[src/rtl/risc_cunit.sv]
// risc_cunit: multi-cycle FETCH/DECODE/EXEC/WB sequencer for the RISC core.
// Every output is a flop whose next value is derived from the next state and
// the fields captured during DECODE, so outputs line up with the state they
// describe. ir is sampled when DECODE exits. The instruction unit presents the
// freshly loaded word while ir_ld is high, which is the DECODE cycle.
module risc_cunit #(
    parameter int IW    = 13,
    parameter int RAW   = 3,
    parameter int CNT_W = 16
) (
    input  logic             clk,
    input  logic             rst_n,
    input  logic             run,
    input  logic             mem_ready,
    input  logic             clr_err,
    input  logic [IW-1:0]    ir,
    output logic             ir_ld,
    output logic             pc_inc,
    output logic [3:0]       alu_op,
    output logic [RAW-1:0]   rf_ra,
    output logic [RAW-1:0]   rf_rb,
    output logic [RAW-1:0]   rf_wa,
    output logic             rf_we,
    output logic             busy,
    output logic             halted,
    output logic             err,
    output logic [CNT_W-1:0] retired
);

    localparam logic [3:0] OP_NOP      = 4'd0;
    localparam logic [3:0] OP_LAST_BIN = 4'd5;
    localparam logic [3:0] OP_HALT     = 4'd14;
    localparam logic [3:0] OP_ILL      = 4'd15;

    typedef enum logic [2:0] {
        S_IDLE,
        S_FETCH,
        S_DECODE,
        S_EXEC,
        S_WB,
        S_HALTED,
        S_ERROR
    } state_t;

    state_t           state_q, state_d;
    logic [RAW-1:0]   rd_q, rd_d;
    logic             ir_ld_q, ir_ld_d;
    logic             pc_inc_q, pc_inc_d;
    logic [3:0]       alu_op_q, alu_op_d;
    logic [RAW-1:0]   rf_ra_q, rf_ra_d;
    logic [RAW-1:0]   rf_rb_q, rf_rb_d;
    logic [RAW-1:0]   rf_wa_q, rf_wa_d;
    logic             rf_we_q, rf_we_d;
    logic             busy_q, busy_d;
    logic             halted_q, halted_d;
    logic             err_q, err_d;
    logic [CNT_W-1:0] retired_q, retired_d;
    logic             retire;

    logic [3:0]     ir_op;
    logic [RAW-1:0] ir_rd, ir_rs1, ir_rs2;

    assign ir_op  = ir[IW-1 -: 4];
    assign ir_rd  = ir[3*RAW-1 -: RAW];
    assign ir_rs1 = ir[2*RAW-1 -: RAW];
    assign ir_rs2 = ir[RAW-1:0];

    // Next-state and next-output decode; datapath controls hold unless updated.
    always_comb begin
        state_d  = state_q;
        rd_d     = rd_q;
        ir_ld_d  = 1'b0;
        pc_inc_d = 1'b0;
        alu_op_d = alu_op_q;
        rf_ra_d  = rf_ra_q;
        rf_rb_d  = rf_rb_q;
        rf_wa_d  = rf_wa_q;
        rf_we_d  = 1'b0;
        retire   = 1'b0;

        unique case (state_q)
            S_IDLE: begin
                if (run) state_d = S_FETCH;
            end
            S_FETCH: begin
                // run wins over mem_ready so a stop never loads a new word
                if (!run) begin
                    state_d = S_IDLE;
                end else if (mem_ready) begin
                    state_d  = S_DECODE;
                    ir_ld_d  = 1'b1;
                    pc_inc_d = 1'b1;
                end
            end
            S_DECODE: begin
                rd_d = ir_rd;
                if (ir_op == OP_NOP) begin
                    retire  = 1'b1;
                    state_d = run ? S_FETCH : S_IDLE;
                end else if (ir_op == OP_HALT) begin
                    retire  = 1'b1;
                    state_d = S_HALTED;
                end else if (ir_op == OP_ILL) begin
                    state_d = S_ERROR;
                end else begin
                    state_d  = S_EXEC;
                    alu_op_d = ir_op;
                    rf_ra_d  = ir_rs1;
                    rf_rb_d  = (ir_op <= OP_LAST_BIN) ? ir_rs2 : '0;
                end
            end
            S_EXEC: begin
                state_d = S_WB;
                rf_we_d = 1'b1;
                rf_wa_d = rd_q;
            end
            S_WB: begin
                retire  = 1'b1;
                state_d = run ? S_FETCH : S_IDLE;
            end
            S_HALTED: begin
                if (!run) state_d = S_IDLE;
            end
            S_ERROR: begin
                if (clr_err) state_d = S_IDLE;
            end
            default: state_d = S_IDLE;
        endcase

        retired_d = (retire && (retired_q != '1)) ? retired_q + 1'b1 : retired_q;
        busy_d    = (state_d == S_FETCH) || (state_d == S_DECODE) ||
                    (state_d == S_EXEC)  || (state_d == S_WB);
        halted_d  = (state_d == S_HALTED);
        err_d     = (state_d == S_ERROR);
    end

    // State and registered outputs; reset abandons any in-flight instruction.
    always_ff @(posedge clk or negedge rst_n) begin
        if (!rst_n) begin
            state_q   <= S_IDLE;
            rd_q      <= '0;
            ir_ld_q   <= 1'b0;
            pc_inc_q  <= 1'b0;
            alu_op_q  <= '0;
            rf_ra_q   <= '0;
            rf_rb_q   <= '0;
            rf_wa_q   <= '0;
            rf_we_q   <= 1'b0;
            busy_q    <= 1'b0;
            halted_q  <= 1'b0;
            err_q     <= 1'b0;
            retired_q <= '0;
        end else begin
            state_q   <= state_d;
            rd_q      <= rd_d;
            ir_ld_q   <= ir_ld_d;
            pc_inc_q  <= pc_inc_d;
            alu_op_q  <= alu_op_d;
            rf_ra_q   <= rf_ra_d;
            rf_rb_q   <= rf_rb_d;
            rf_wa_q   <= rf_wa_d;
            rf_we_q   <= rf_we_d;
            busy_q    <= busy_d;
            halted_q  <= halted_d;
            err_q     <= err_d;
            retired_q <= retired_d;
        end
    end

    assign ir_ld   = ir_ld_q;
    assign pc_inc  = pc_inc_q;
    assign alu_op  = alu_op_q;
    assign rf_ra   = rf_ra_q;
    assign rf_rb   = rf_rb_q;
    assign rf_wa   = rf_wa_q;
    assign rf_we   = rf_we_q;
    assign busy    = busy_q;
    assign halted  = halted_q;
    assign err     = err_q;
    assign retired = retired_q;

endmodule

[config.mk]
export PLATFORM = sky130hd
export DESIGN_NAME = risc_cunit
export DESIGN_NICKNAME = d
export VERILOG_FILES = /design/src/rtl/risc_cunit.sv
export SDC_FILE = /design/constraint.sdc
export NUM_CORES = 1
export LEC_CHECK = 0
export CAP_MARGIN = 10
export CELL_PAD_IN_SITES_DETAIL_PLACEMENT = 1
export CELL_PAD_IN_SITES_GLOBAL_PLACEMENT = 1
export CORE_MARGIN = 2
export CORE_UTILIZATION = 33
export DETAILED_ROUTE_END_ITERATION = 6
export GPL_ROUTABILITY_DRIVEN = 1
export PLACE_DENSITY = 0.82
export SLEW_MARGIN = 40
export SYNTH_ARGS = -nofsm -noshare
export SYNTH_HDL_FRONTEND = slang
export SYNTH_SLANG_ARGS = --single-unit
[constraint.sdc]
create_clock -name clk -period 1.7 [get_ports clk]
set_input_delay 0.34 -clock clk [delete_from_list [all_inputs] [get_ports clk]]
set_output_delay 0.34 -clock clk [all_outputs]
set_load 0.02 [all_outputs]
==> results of run 1 <==
==> state kept, by name (all words and copies together) (netlist names), 3 cells and up <==
signal,cells
retired,16
rf_wa,3
rf_ra,3
state_q,3
rf_rb,3
rd_q,3
alu_op,4
==> layer usage <==
| layer | track usage [%] | vias to the layer above |
|---|---|---|
| met5 | 0 | - |
| met4 | 8.28 | 0 |
| met3 | 4.89 | 11 |
| met2 | 34.1 | 50 |
| met1 | 23.7 | 844 |
| li1 | - | 762 |
==> where the power goes <==
part / total, W / internal [W] / switching (W) / leakage (nW)
Combinational: 0.00219 / 0.00115 / 0.00105 / 0.823
Sequential: 0.00149 / 0.00125 / 0.000231 / 0.485
Clock: 0.000650 / 0.000324 / 0.000326 / 0.0510
==> cells in the final DEF, fill, tap and decap left out, types with 5 or more instances in the layout <==
cell,n
mux2_4,5
nor2_1,5
nand3_1,6
nand2_1,8
buf_4,36
dlygate4sd2_1,16
dfrtp_1,29
mux2_2,9
dfrtp_2,11
xor2_1,6
nand4_1,7
clkdlybuf4s50_1,31
buf_6,6
clkbuf_8,6
xnor2_1,6
==> cells by family after synthesis <==
group | share of synthesized area [%]
and+or+nand+nor | 21.2
DFF | 53.4
AOI/OAI and AO/OA | 7.68
muxes | 9.02
xor gates and xnor gates | 5.61
buffers and inverters | 2.34
adders and majority gates | 0.668
==> timing repair <==
item | in CTS | in global routing
gates resized for setup | 45 | 25
pin swaps | 15 | 10
setup buffers | 9 | 5
setup endpoints to repair | 32 | 25
==> worst max-delay path: stages (launching register included) <==
cell and delay [ns]:
dfrtp_2 0.44, nor3b_4 0.26, a22oi_2 0.09, a311oi_2 0.29, buf_4 0.19, nand2_4 0.05, buf_6 0.12, a22o_1 0.20
==> metrics by stage <==
step	cells	total power, W	hold slack (ns)	setup slack, ns
after global placement	303	0.00327	0.426	-0.529
after CTS	319	0.00418	0.108	-0.0383
after detailed placement	303	0.00336	0.432	-0.631
after floorplan	155	0.00244	0.0444	-0.105
final	324	0.00433	0.119	-0.0478
after global routing	324	0.00453	0.153	-0.119
==> final timing paths <==
| kind | cells past startpoint | start | end |
|---|---|---|---|
| min in group clk | 1 | rf_rb[0]$_DFFE_PN0P_ | rf_rb[0]$_DFFE_PN0P_ |
| worst min-delay path | 2 | rst_n | rf_rb[1]$_DFFE_PN0P_ |
| worst max-delay path | 7 | state_q[1]$_DFF_PN0_ | rf_rb[1]$_DFFE_PN0P_ |
| worst min register to register | 1 | rf_rb[0]$_DFFE_PN0P_ | rf_rb[0]$_DFFE_PN0P_ |
| worst max register to register | 7 | state_q[1]$_DFF_PN0_ | rf_rb[1]$_DFFE_PN0P_ |
| max in group asynchronous | 2 | rst_n | retired[0]$_DFFE_PN0P_ |
==> final cells by class <==
class | count | area [um^2] | area share, %
multi-input cells | 108 | 997 | 32.8
repair buffers | 94 | 836 | 27.5
flip-flops and latches | 40 | 1010 | 33.4
clock inverters | 2 | 10.0 | 0.329
well taps | 72 | 90.1 | 2.97
inverters | 2 | 7.51 | 0.247
clock buffers | 6 | 82.6 | 2.72
==> results.md, run 1 <==
* Status: complete, but fails checks
* Failing checks: setup timing
* Detail Route Antenna Nets at 0
* Slew Viols, Final at 0
* Most frequent cell after synthesis: dfrtp_1
* Critical Path RT at approximately 1.9 ns
* CP Capture Type: register
* DR WL met3 at 184 um
* Area contributors post-synth: dfrtp_1 53%, mux2_2 6.6%, xnor2_1 2.8%
* Initial antenna violation count at 0
* Clock root buffer master: clkbuf_8
* DR WL met2 at approximately 3.3 mm
* Number of warnings issued by yosys at 0
* R2R setup slack at -0.05 ns
* Clock buffer depth at 2
* Synth Net Count at roughly 170
* Row Count at 27
* Port bufs at between 50 and 60
* Fmax at roughly 0.57 GHz
* CTS tree: built
* Synth unique cells at between 40 and 50
* Largest net degree at the start of global routing at 41
* Post-Layout Inst Area at around 0.0030 mm^2
* Vias in the first global route at ~1800
* Least-Margin Pin Slew at 0.509 ns
* Post-DP Area at 0.00268 mm^2
* Grt ovf at 0
* Top cells by instance count after synthesis: 40 x dfrtp_1, 11 x mux2_2, 10 x nand2_1
* Average wire per standard cell at between 15 and 20 um
* Core outline area at ~0.0055 mm^2
* Final min period at between 1.5 and 2 ns
* Die width at 79.3 um
* Final hold vios at 0
* 1st-iter DRT viols at 77
* Syn Area/Cell at between 10 and 15 um^2
* VDD IR max at just under 0.8 mV
* CP max FO at 5
* CTS Hold Bufs at 0
* Yosys top cell by area: dfrtp_1
* Final antenna diode count at 0
* Gr usage total at 19.8%
* IO Count at 53
* CTS buffer count at 5
* Layout cells sized above 1 at between 40% and 50%
* Die Y at between 70 and 80 um
* DR top layer: met4
* Layout Skew at about 0.0047 ns
* Area growth from synthesis to layout at 62.2%
* Post-synthesis sequential area ratio at between 50% and 60%
* Netlist Area Pre-Place at ~0.0019 mm^2
* Crit path kind: reg -> reg
* Top_reg_cell synth: dfrtp_1
* Final WL at slightly above 6 mm
* Hpwl dp at approximately 3.8 mm
* Final worst slack at -0.0478 ns
* Routed metal-1 wirelength at 2.52 mm
* GP Congestion at between 0.8 and 0.9
* Slew HR at between 60% and 70%
* Post-Synthesis Cells at approximately 160
* # H-tree levels at 2
* Crit path launch type: register
* Final setup viols at 7
* Pre-antenna DRT Iters at 4
* Worst skew pair latency at between 0.2 and 0.3 ns
* Top cell type's share of synthesized area at roughly 53%
* Routed vias/inst at around 5.1
* FILL cells at ~580
* Critical path arrival at around 1.9 ns
* Crit share post-route at 103%
* Pwr/cell area at about 1400 mW/mm^2
* Final Util at approximately 55%
* Vias at between 1500 and 2000
* Leakage at between 1 and 1.5 nW
* Clk sink count at 40
* Post-synth EDFFs at 0
* RSZ-0062 raised after global routing: true
* Max Cap Viol at 0
* Asr flop ratio synth at between 90% and 100%
* CTS clk-pin slew, worst paths at around 0.080 ns
* Total Die Area at about 0.0063 mm^2
* Starting Density at between 30% and 40%
* DRC at 0
* First-pass GRT wire length at 9.41 mm
* Layout net count at 270
* Synth Register Bits at 40
* Setup TNS at -0.294 ns
* HP Class: in -> async
Note: power is estimated with default switching activity, not from simulation.
==> run 2: changes to the inputs <==
- ABC_AREA: not set -> 1
- CORE_UTILIZATION: 33 -> 32
- SKIP_CTS_REPAIR_TIMING: not set -> 1
==> run 2 against run 1 <==
Against the previous run: the run now ends clean; final area grew 0.49%; clock power is 24% higher; fmax rose by 7.7%; hold slack worse by 0.038 ns; sequential share of layout area decreased by 0.62 points; non-clock buffer count shrank 23; global-route usage is 3.2 points lower; register-to-register slack better by 0.26 ns; critical path depth down 6; synthesized area up 16%; highest routed layer unchanged.
==> results.md, run 2 <==
* Crit path kind: reg -> out
* Crit path launch: alu_op[3]$_DFFE_PN0P_
* Clk sink count at 40 (unchanged)
* IO Count at 53 (unchanged)
* Final antenna diode count at 0 (unchanged)
* Setup TNS at 0 ns (+0.294 ns)
* CP max stage delay at 0.62 ns (+0.18 ns)
* Die width at 86.5 um (+9.1%)
* Vias in the first global route at 2218 (+23%)
* DR WL met3 at 227 um (+23%)
* Post-synthesis sequential area ratio at 45.9% (-7.5 points)
* Core outline area at 0.00668 mm^2 (+21%)
* Synth Net Count at 296 (+70%)
* Max Cap Viol at 0 (unchanged)
* Final setup viols at 0 (-7)
* Hpwl dp at 4.22 mm (+9.8%)
* Final hold vios at 0 (unchanged)
* Area growth from synthesis to layout at 40.1%
* Max reg flops at 16 (unchanged)
* HP Class: in -> async
* Critical Path RT at 1.36 ns (-0.53 ns)
* Layout net count at 370 (+37%)
* Synth Register Bits at 40 (unchanged)
* Post-DP Area at 0.00289 mm^2 (+7.8%)
* Routed vias/inst at 4.65 (-9.6%)
* VDD IR max at 0.639 mV (-20%)
* Yosys top cell by area: dfrtp_1
* CTS clk-pin slew, worst paths at 0.09 ns (about the same)
* Leakage at 1.80 nW (+32%)
* Initial antenna violation count at 0 (unchanged)
* # H-tree levels at 2 (unchanged)
* Crit path launch type: register
* Slew Viols, Final at 0 (unchanged)
* Final worst slack at 0.0770 ns (+0.125 ns)
* Gr usage total at 16.6% (-3.2 points)
* Synth unique cells at 28 (-33%)
* Status: complete, no violations
* Least-Margin Pin Slew at 0.542 ns (+0.0322 ns)
* CP max FO at 2 (-3)
* Area contributors post-synth: dfrtp_1 46%, nand2_1 19%, nand2_2 4.6%
* Clock root buffer master: clkbuf_8
* Top cell type's share of synthesized area at 45.9% (-7.5 points)
* Grt ovf at 0 (unchanged)
* Netlist Area Pre-Place at 0.00218 mm^2 (+16%)
* R2R Path Start: retired[0]$_DFFE_PN0P_
* Layout Skew at 0.00808 ns (+0.00338 ns)
* Total Die Area at 0.00749 mm^2 (+19%)
* CP max-delay cell: clkdlybuf4s50_1
* Top_reg_cell synth: dfrtp_1
* Asr flop ratio synth at 100% (unchanged)
* Clock buffer depth at 2 (unchanged)
* Starting Density at 32.6% (-1.4 points)
* Vias at 2010 (+21%)
* DR WL met2 at 2.88 mm (-12%)
* Syn Area/Cell at 7.87 um^2 (-35%)
* Detail Route Antenna Nets at 0 (unchanged)
* GP Congestion at 0.832 (-3.2%)
* DRC at 0 (unchanged)
* Layout cells sized above 1 at 18.2% (-27 points)
* CP Capture Type: output port
* Critical path arrival at 1.28 ns (-0.65 ns)
* Slew HR at 63.9% (-1.9 points)
* Crit share post-route at 95.5% (-7.3 points)
* CP Cell Sequence: clkdlybuf4s50_1
* RSZ-0062 raised after global routing: false
* Routed metal-1 wirelength at 2.31 mm (-8.6%)
* Post-synth EDFFs at 0 (unchanged)
* Most frequent cell after synthesis: nand2_1
* DR top layer: met4
* Post-Layout Inst Area at 0.00305 mm^2 (+0.49%)
* Top cells by instance count after synthesis: 110 x nand2_1, 40 x dfrtp_1, 24 x nor2_1
* Most frequent cells in the layout: 110 x nand2_1, 40 x dfrtp_1, 35 x clkdlybuf4s50_1
* Average wire per standard cell at 12.7 um (-32%)
* Die Y at 86.5 um (+9.1%)
* Number of warnings issued by yosys at 0 (unchanged)
* Final Util at 45.7% (-9.5 points)
* Port bufs at 52 (unchanged)
* CTS tree: built
* Fmax at 0.616 GHz (+7.7%)
* Post-Synthesis Cells at 277 (+79%)
* First-pass GRT wire length at 9.82 mm (+4.3%)
* Commonest non-fill, non-tap cell in the layout: nand2_1
* Pwr/cell area at 1250 mW/mm^2 (-12%)
* Delay-heaviest family, CP: buffers and inverters
* 1st-iter DRT viols at 65 (-16%)
* Row Count at 30 (+11%)
* Setup WS pre-CTS at -0.124 ns (+0.507 ns)
* Largest net degree at the start of global routing at 41 (unchanged)
* Pre-antenna DRT Iters at 4 (unchanged)
* Final min period at 1.62 ns (-0.125 ns)
* CTS buffer count at 5 (unchanged)
* Worst skew pair latency at 0.31 ns (+0.02 ns)
* Buffers and inverters on the worst path at 1 (-1)
* Final WL at 5.48 mm (-9.7%)
## run 2: path summary, 6_finish.rpt
path                                           end  slack (ns)  cells after the start
setup / recovery                         alu_op[3]        0.08                      1
hold / removal                rf_rb[2]$_DFFE_PN0P_        0.08                      2
setup reg to reg           retired[11]$_DFFE_PN0P_        0.21                      9
hold reg to reg               rf_ra[2]$_DFFE_PN0P_        0.48                      2
max in group asynchronous  retired[10]$_DFFE_PN0P_        1.23                      2
min in group clk              rf_ra[2]$_DFFE_PN0P_        0.48                      2
## run 2: cell families (layout without fill, tap and decap cells)
group                      Yosys count  in the layout  share of synthesized area, %
and+or+nand+nor                    186            186                          40.3
DFF                                 40             40                          45.9
buffers and inverters               31            106                          6.77
AOI/OAI and AO/OA                   12             12                          3.62
xor gates and xnor gates             7              7                          2.81
adders and majority gates            1              1                         0.574
## run 2: report_power, final
group,internal [W],switching [W],leakage (nW)
clock,0.000435,0.000370,0.0541
combinational,0.000706,0.000905,1.22
sequential,0.00121,0.000190,0.529
## run 2: layer usage
layer	vias to the layer above	global-route usage, %
met1	965	18.9
met5	-	0
met2	38	30.2
met3	5	4.00
met4	0	5.82
li1	1002	-
## run 2: area by class of cell
class | count | area (um^2)
flip-flops and latches | 40 | 1000
multi-input cells | 206 | 1040
fillers | 831 | 3630
clock buffers | 5 | 68.8
clock inverters | 3 | 42.5
inverters | 27 | 104
repair buffers | 71 | 698
well taps | 80 | 100
## run 2: stage by stage
stage	power [W]	cells	hold slack (ns)
after floorplan	0.00233	277	0.0444
after global placement	0.00300	424	0.437
after detailed placement	0.00306	424	0.446
after CTS	0.00388	432	0.112
after global routing	0.00409	432	0.136
final	0.00382	432	0.0814
==> run 3: changes to the inputs <==
- CORE_MARGIN: 2 -> 3
- CORE_UTILIZATION: 32 -> 41
- DONT_BUFFER_PORTS: not set -> 1
==> run 3 against run 2 <==
Against the previous run: clock skew is 0.0029 ns lower; first-iteration DRC count grew 22%; hold slack improved by 0.091 ns; critical path type is now reg -> reg; final cell count is 15% lower; highest routed layer unchanged; combinational power shrank 43%; critical path depth is 7 higher.
==> results.md, run 3 (same netlist as run 2, synthesis figures left out) <==
* Status: complete, no violations
* # H-tree levels at 2 (unchanged)
* Final min period at 1.50 ns (-0.119 ns)
* Area growth from synthesis to layout at 14.2%
* First-pass GRT wire length at 8.80 mm (-10%)
* CTS clk-pin slew, worst paths at 0.08 ns (about the same)
* Port bufs at 0 (-100%)
* Gr usage total at 17.6% (+1.0 points)
* FILL cells at 622 (-25%)
* Fmax at 0.665 GHz (+7.9%)
* Most frequent cells in the layout: 110 x nand2_1, 40 x dfrtp_1, 24 x nor2_1
* Routed vias/inst at 4.95 (+6.3%)
* Clock root buffer master: clkbuf_8
* Final WL at 5.13 mm (-6.5%)
* Final worst slack at 0.196 ns (+0.119 ns)
* Detail Route Antenna Nets at 0 (unchanged)
* Reg area at 0.00100 mm^2 (unchanged)
* Total Die Area at 0.00623 mm^2 (-17%)
* Least-Margin Pin Slew at 0.452 ns (-0.0895 ns)
* Setup WS pre-CTS at 0.162 ns (+0.286 ns)
* Final setup viols at 0 (unchanged)
* CTS buffer count at 5 (unchanged)
* Crit path launch type: register
* Setup TNS at 0 ns (unchanged)
* Layout net count at 320 (-14%)
* CP Capture Type: register
* Max Cap Viol at 0 (unchanged)
* Row Count at 25 (-17%)
* Vias in the first global route at 1904 (-14%)
* CP max FO at 11 (+9)
* Pwr/cell area at 1280 mW/mm^2 (+2.1%)
* R2R setup slack at 0.20 ns (about the same)
* Dpl cells at 359 (-15%)
* 1st-iter DRT viols at 79 (+22%)
* Largest net degree at the start of global routing at 41 (unchanged)
* Critical Path RT at 1.88 ns (+0.52 ns)
* Pre-antenna DRT Iters at 4 (unchanged)
* Final antenna diode count at 0 (unchanged)
* Final hold vios at 0 (unchanged)
* Worst skew pair latency at 0.28 ns (-0.03 ns)
* Final Non-Filler Cells at 369 (-15%)
* Vias at 1825 (-9.2%)
* Die width at 78.9 um (-8.8%)
* Starting Density at 44.1% (+11 points)
* Clk sink count at 40 (unchanged)
* VDD IR max at 0.715 mV (+12%)
* GP Congestion at 0.765 (-8.0%)
* Multi-input logic area at 0.00104 mm^2 (-0.24%)
* Grt ovf at 0 (unchanged)
* Average wire per standard cell at 13.9 um (+9.5%)
* Slew HR at 69.9% (+6.0 points)
* Crit path kind: reg -> reg
* Layout cells sized above 1 at 20.2% (+2.0 points)
* Max reg flops at 16 (unchanged)
* Slew Viols, Final at 0 (unchanged)
* Clock buffer depth at 2 (unchanged)
* DRC at 0 (unchanged)
* IO Count at 53 (unchanged)
* HP Class: in -> reg
* CTS tree: built
* Hpwl dp at 3.94 mm (-6.5%)
* Crit share post-route at 88.5% (-7.0 points)
* Commonest non-fill, non-tap cell in the layout: nand2_1
* Initial antenna violation count at 0 (unchanged)
* Die Y at 78.9 um (-8.8%)
* Layout Skew at 0.00521 ns (-0.00288 ns)
* Core outline area at 0.00494 mm^2 (-26%)
* Leakage at 1.34 nW (-26%)
* RSZ-0062 raised after global routing: false
* Critical path arrival at 1.68 ns (+0.40 ns)
==> run 3: cell types whose count changed in the layout (fill, tap and decap cells not counted), sizes merged <==
cell | previous run | this run
dlygate4sd3 | 0 | 1
clkdlybuf4s50 | 35 | 0
clkbuf | 5 | 7
dlymetal6s2s | 16 | 0
bufinv | 1 | 0
clkinvlp | 1 | 0
==> run 3: per-stage QoR <==
step           hold WS (ns)  util, %  total power (W)  area, um^2
3_5_place_dp         0.0454     47.8          0.00257        2360
5_1_grt               0.158     50.4          0.00343        2490
4_1_cts              -0.271     49.5          0.00320        2450
2_1_floorplan        0.0444        -          0.00233        2180
6_report              0.173     50.4          0.00318        2490
3_3_place_gp         0.0456     47.8          0.00251        2360
==> run 3: final cells by class <==
cell class,count,area share (%)
clock buffers,7,3.07
clock inverters,1,0.352
inverters,27,4.17
multi-input cells,206,41.6
flip-flops and latches,40,40.2
well taps,67,3.37
repair buffers,21,7.24
==> run 3: worst paths after layout <==
kind	startpoint	to	cells past startpoint
worst max-delay path	state_q[0]$_DFF_PN0_	alu_op[0]$_DFFE_PN0P_	8
worst min-delay path	ir[11]	alu_op[2]$_DFFE_PN0P_	2
worst max register to register	state_q[0]$_DFF_PN0_	alu_op[0]$_DFFE_PN0P_	8
worst min register to register	rd_q[0]$_DFFE_PN0P_	rd_q[0]$_DFFE_PN0P_	2
max in group asynchronous	rst_n	retired[14]$_DFFE_PN0P_	2
min in group asynchronous	rst_n	rf_wa[1]$_DFFE_PN0P_	2
==> run 3: power by group <==
part / switching (W) / internal (W) / total (W)
clock network: 0.000329 / 0.000294 / 0.000623
logic: 0.000604 / 0.000318 / 0.000922
registers: 0.000423 / 0.00121 / 0.00164
total: 0.00136 / 0.00182 / 0.00318
==> run 3: critical path: stages, from the launching register on <==
cell	delay, ns
dfrtp_1	0.46
inv_2	0.10
nand2_2	0.08
nor2_8	0.18
nand2_4	0.09
a21oi_4	0.20
inv_2	0.14
nand2_1	0.10
o21ai_2	0.06
==> run 3: layer usage <==
layer | GRT usage [%] | routed length [um] | vias to the layer above | part of all wire [%]
met2 | 30.1 | 2500 | 35 | 49
met1 | 22.1 | 2290 | 884 | 45
met5 | 0 | 0 | - | 0
met3 | 4.31 | 269 | 4 | 5.2
li1 | - | - | 902 | -
met4 | 5.33 | 59 | 0 | 1.2
